File: src/rtl/dragster_spi_pkg.sv
// rtl/dragster_spi_pkg.sv - shared FSM encoding and frame constants for dragster_spi_master
package dragster_spi_pkg;

  typedef enum logic [1:0] {
    ST_IDLE  = 2'd0,
    ST_SETUP = 2'd1,
    ST_SHIFT = 2'd2,
    ST_HOLD  = 2'd3
  } spi_state_e;

  localparam int   DRAGSTER_FRAME_BITS = 16;
  localparam logic OP_WRITE = 1'b1;
  localparam logic OP_READ  = 1'b0;

endpackage

File: src/rtl/spi_clock_divider.sv
// rtl/spi_clock_divider.sv - sclk generator; each bit is CLK_DIV cycles high then CLK_DIV cycles low
module spi_clock_divider #(
  parameter int CLK_DIV = 4
) (
  input  logic clk,
  input  logic reset,
  input  logic en,
  output logic sclk,
  output logic rise,
  output logic fall
);

  localparam int CW = $clog2(CLK_DIV);

  logic [CW-1:0] cnt_q, cnt_d;
  logic          half_q, half_d;
  logic          last;

  always_comb begin
    last   = (cnt_q == CW'(CLK_DIV - 1));
    cnt_d  = cnt_q;
    half_d = half_q;
    if (!en) begin
      cnt_d  = '0;
      half_d = 1'b0;
    end else if (last) begin
      cnt_d  = '0;
      half_d = ~half_q;
    end else begin
      cnt_d = cnt_q + 1'b1;
    end
  end

  always_ff @(posedge clk) begin
    if (reset) begin
      cnt_q  <= '0;
      half_q <= 1'b0;
    end else begin
      cnt_q  <= cnt_d;
      half_q <= half_d;
    end
  end

  // Pulses flag the clk edge at which sclk will change, so the caller acts on that same edge.
  assign sclk = en & ~half_q;
  assign fall = en & ~half_q & last;
  assign rise = en & half_q & last;

endmodule

File: src/rtl/dragster_spi_master.sv
// rtl/dragster_spi_master.sv - mode-0 SPI command engine for the Dragster sensor
// DRAGSTER_SPI_READ_EN adds miso capture and the rx_data readback register.
module dragster_spi_master
  import dragster_spi_pkg::*;
#(
  parameter int CLK_DIV  = 4,
  parameter int SS_SETUP = 2,
  parameter int SS_HOLD  = 2
) (
  input  logic        clk,
  input  logic        reset,
  input  logic        start,
  input  logic        operation,
  input  logic [1:0]  slave_sel,
  input  logic [15:0] tx_word,
  output logic        busy,
  output logic        done,
  output logic [7:0]  rx_data,
  output logic        sclk,
  output logic        mosi,
  input  logic        miso,
  output logic [1:0]  ss_n
);

  localparam int SS_MAX = (SS_SETUP > SS_HOLD) ? SS_SETUP : SS_HOLD;
  localparam int TW     = $clog2(SS_MAX + 1);
  localparam logic [4:0] LAST_BIT = 5'(DRAGSTER_FRAME_BITS - 1);

  spi_state_e    state_q, state_d;
  logic [TW-1:0] tmr_q, tmr_d;
  logic [4:0]    bit_q, bit_d;
  logic [15:0]   sh_q, sh_d;
  logic [1:0]    sel_q, sel_d;
  logic          done_q, done_d;
  logic          div_en, div_rise, div_fall;

`ifdef DRAGSTER_SPI_READ_EN
  logic          op_q, op_d;
  logic [7:0]    rx_sh_q, rx_sh_d;
  logic [7:0]    rx_q, rx_d;
`else
  logic          unused_inputs;
  assign unused_inputs = ^{miso, operation};
`endif

  assign div_en = (state_q == ST_SHIFT);

  spi_clock_divider #(.CLK_DIV(CLK_DIV)) u_div (
    .clk   (clk),
    .reset (reset),
    .en    (div_en),
    .sclk  (sclk),
    .rise  (div_rise),
    .fall  (div_fall)
  );

  always_comb begin
    state_d = state_q;
    tmr_d   = tmr_q;
    bit_d   = bit_q;
    sh_d    = sh_q;
    sel_d   = sel_q;
    done_d  = 1'b0;
`ifdef DRAGSTER_SPI_READ_EN
    op_d    = op_q;
    rx_sh_d = rx_sh_q;
    rx_d    = rx_q;
`endif
    case (state_q)
      ST_IDLE: begin
        // done_q blocks acceptance so back-to-back frames always see one idle cycle.
        if (start && !done_q) begin
          state_d = ST_SETUP;
          tmr_d   = '0;
          sel_d   = slave_sel;
`ifdef DRAGSTER_SPI_READ_EN
          op_d    = operation;
          sh_d    = {tx_word[7:0], (operation == OP_WRITE) ? tx_word[15:8] : 8'h00};
`else
          sh_d    = {tx_word[7:0], tx_word[15:8]};
`endif
        end
      end
      ST_SETUP: begin
        if (tmr_q == TW'(SS_SETUP - 1)) begin
          state_d = ST_SHIFT;
          bit_d   = '0;
        end else begin
          tmr_d = tmr_q + 1'b1;
        end
      end
      ST_SHIFT: begin
        if (div_fall) sh_d = {sh_q[14:0], 1'b0};
        if (div_rise) begin
          if (bit_q == LAST_BIT) begin
            state_d = ST_HOLD;
            tmr_d   = '0;
          end else begin
            bit_d = bit_q + 1'b1;
          end
`ifdef DRAGSTER_SPI_READ_EN
          // The rise closing bit k is the sampling edge of bit k+1; keep bits 8..15.
          if (bit_q >= 5'd7 && bit_q != LAST_BIT) rx_sh_d = {rx_sh_q[6:0], miso};
`endif
        end
      end
      ST_HOLD: begin
        if (tmr_q == TW'(SS_HOLD - 1)) begin
          state_d = ST_IDLE;
          done_d  = 1'b1;
`ifdef DRAGSTER_SPI_READ_EN
          if (op_q == OP_READ) rx_d = rx_sh_q;
`endif
        end else begin
          tmr_d = tmr_q + 1'b1;
        end
      end
      default: state_d = ST_IDLE;
    endcase
  end

  always_ff @(posedge clk) begin
    if (reset) begin
      state_q <= ST_IDLE;
      tmr_q   <= '0;
      bit_q   <= '0;
      sh_q    <= '0;
      sel_q   <= '0;
      done_q  <= 1'b0;
`ifdef DRAGSTER_SPI_READ_EN
      op_q    <= OP_WRITE;
      rx_sh_q <= '0;
      rx_q    <= '0;
`endif
    end else begin
      state_q <= state_d;
      tmr_q   <= tmr_d;
      bit_q   <= bit_d;
      sh_q    <= sh_d;
      sel_q   <= sel_d;
      done_q  <= done_d;
`ifdef DRAGSTER_SPI_READ_EN
      op_q    <= op_d;
      rx_sh_q <= rx_sh_d;
      rx_q    <= rx_d;
`endif
    end
  end

  assign busy = (state_q != ST_IDLE);
  assign done = done_q;
  assign ss_n = busy ? ~sel_q : 2'b11;
  assign mosi = div_en & sh_q[15];
`ifdef DRAGSTER_SPI_READ_EN
  assign rx_data = rx_q;
`else
  assign rx_data = 8'h00;
`endif

endmodule

File: config.mk
export PLATFORM = sky130hd
export DESIGN_NAME = dragster_spi_master
export DESIGN_NICKNAME = d
export VERILOG_FILES = /design/src/rtl/dragster_spi_pkg.sv /design/src/rtl/spi_clock_divider.sv /design/src/rtl/dragster_spi_master.sv
export SDC_FILE = /design/constraint.sdc
export NUM_CORES = 1
export LEC_CHECK = 0
export ABC_AREA = 1
export CAP_MARGIN = 20
export CORE_MARGIN = 10
export CORE_UTILIZATION = 55
export CTS_CLUSTER_DIAMETER = 100
export DETAILED_ROUTE_END_ITERATION = 8
export GPL_ROUTABILITY_DRIVEN = 0
export PLACE_DENSITY_LB_ADDON = 0.1
export SYNTH_ARGS = -nofsm -noshare
export SYNTH_HDL_FRONTEND = slang
export SYNTH_HIERARCHICAL = 1
export SYNTH_SLANG_ARGS = --single-unit
File: constraint.sdc
create_clock -name clk -period 2.8 [get_ports clk]
set_input_delay 0.56 -clock clk [delete_from_list [all_inputs] [get_ports clk]]
set_output_delay 0.56 -clock clk [all_outputs]
set_load 0.1 [all_outputs]
==> metrics.txt <==
outcome=completed; NumNets Final=329; period utilization=75.03%; unrepaired setup endpoints after global routing=false; vias post-DR=1,635; setup tns final=0 ns; die width=76.92 um; Crit-path slowest cell=dfxtp_1; P&R area growth vs syn=16.78%; top-area cell type share of the netlist area=34.83%; total power=1.964 mW; core area=0.003078 mm^2; TritonCTS Buffers=5; CP Class=flop to flop; RR Startpoint=state_q[0]; All-Layer GR Usage=13.61%; Max Clock Skew=0.006568 ns; cell area after synthesis=0.001782 mm^2; Max VDD drop=0.0009271 V; DP Wirelength=2677 um; CTS Buffer Depth=2; initial antenna violation count=0; First-pass DRT Iterations=4; sequence of cells on the critical path=inv_1, ha_1, buf_4, inv_2, nor2_2, nor2_4, nand2_4, nand2_1, a21oi_1; starting density of the core=57.89%; drt total wl=3695 um; P_leak=0.9603 nW; Post-synth top flop=dfxtp_1; r2r setup slk=0.70 ns; Critical Path Max Stage Delay=0.39 ns; synthesized flop and latch total=31; Fin. Hold Viols=0; sequential share of the synthesized area=34.83%; Hold Path Class=flop to flop; Wirelength per Cell=10.84 um; FF-to-FF End=sh_q[12]; Max Cap Viol=0; Worst Setup SP=state_q[0]; post-synth cell types=23; Clk Latency, worst-skew pair=0.34 ns; Critical Path Fanout Max=22; H-tree levels=2; Post-DRT Antenna Nets=0; Async SR Flop Fraction=0%; CP required=3.03 ns; area of the die=0.005916 mm^2; Critical Path Sink Type=flop; num rows=20; num ports=37; # resized after CTS=0; drt first-iter violations=141; Area contributors post-synth=dfxtp_1 (35%), nand2_1 (20%), ha_1 (6.3%), nor2_1 (6.3%), nand3_1 (5.9%); worst hold path startpoint=u_div/cnt_q[0]; number of setup violations in the final report=0; first-pass GRT wire length=6879 um; share of cells above drive strength 1=8.754%; FF-to-FF path depth=9; Worst Setup Start Kind=flop; vias in the first global route=1,621; maximum clock rate=0.4760 GHz; YS warnings=6; Cell Pwr Density=943.8 mW/mm^2; global route overflow=0; Post-synth EDFFs=0; most frequent cell after synthesis=nand2_1; Slew Viols, Final=0; Root Buffer=clkbuf_4; I/O Buffers=26; number of diodes=0; Worst Setup EP=sh_q[12]; largest net degree at the start of global routing=23; syn_area_per_cell=6.575 um^2; clock-pin slew of the registers on the worst-case setup and hold paths=0.09 ns; Yosys top cell by area=dfxtp_1; Post-synth top cells=nand2_1 (93), dfxtp_1 (31), nor2_1 (30); post-DR vias/cell=4.795; hold path cells=1; # hold bufs at CTS=0; CTS tree=done; cell count after synthesis=271; post-CTS setup buffers=0; crit path DAT=2.33 ns; Clock Sink Count=31; DRC Markers=0; fin crit period=2.101 ns; Die Y=76.92 um
-- cell type report --
cell class              instances  area (um^2)
multi-input cells             201        943.4
clock inverters                 1        5.005
inverters                      28        105.1
well taps                      44        55.05
flip-flops and latches         31        620.6
repair buffers                 30        300.3
fillers                       299        997.2
clock buffers                   6        51.30
-- cells by family after synthesis --
| family | synth area share [%] |
|---|---|
| fa+ha+maj | 6.320 |
| simple gates | 36.52 |
| other cells | 0.2105 |
| buf+inv | 13.69 |
| flops | 34.83 |
| compound gates | 8.427 |
-- per-stage QoR --
stage               std cells  hold WS, ns  setup WS, ns  util (%)  cell area [um^2]
CTS                       341       0.4592        0.6768     67.60              2081
finish                    341       0.4528        0.6992     67.60              2081
floorplan                 278       0.4215        0.1481         -              1808
global placement          334       0.4360        0.7231     65.77              2024
global route              341       0.4829        0.4805     67.60              2081
detailed placement        334       0.4389        0.6967     65.77              2024
-- where the power goes --
part           leakage (nW)  total, mW  internal (mW)  switching (mW)
Clock                0.0341      0.269          0.116           0.152
Sequential            0.254      0.659          0.581          0.0781
Combinational         0.672       1.04          0.322           0.714
Total                 0.960       1.96           1.02           0.945
-- worst min path at each step --
stage,slack (ns),to
2_1_floorplan,0.42,u_div/cnt_q[0]
3_3_place_gp,0.44,u_div/cnt_q[0]
3_5_place_dp,0.44,u_div/cnt_q[0]
4_1_cts,0.46,u_div/cnt_q[0]
5_1_grt,0.48,sh_q[3]
6_report,0.45,u_div/cnt_q[0]
-- state kept, by name (all words and copies together), names as in the netlist --
register,flops
bit_q,5
u_div/half_q,1
sh_q,16
tmr_q,2
done,1
u_div/cnt_q,2
sel_q,2
state_q,2
-- placed cells by master, fill, tap and decap left out, drive strengths merged --
cell           count
a21oi             20
buf               10
clkbuf             6
clkdlybuf4s50     20
clkinv             2
conb               8
dfxtp             31
ha                 9
inv               27
nand2             95
nand3             21
nand4              4
nor2              33
nor3               1
nor3b              1
o21ai              7
o21bai             2
-- worst max-delay path: cells and delay by family (launching register included) --
kind	cells	cell delay (ns)
DFF	1	0.39
AOI/OAI and AO/OA	1	0.06
and+or+nand+nor	4	0.73
buffers and inverters	3	0.58
adders and majority gates	1	0.23
-- per-layer routing --
| metal | track usage (%) | wire length, um | vias up |
|---|---|---|---|
| met5 | 0 | 0 | - |
| met4 | 4.647 | 78 | 0 |
| met3 | 5.361 | 269 | 7 |
| met2 | 22.09 | 1659 | 40 |
| met1 | 15.88 | 1688 | 712 |
| li1 | - | - | 876 |
Power figures use the tool's default switching activity.
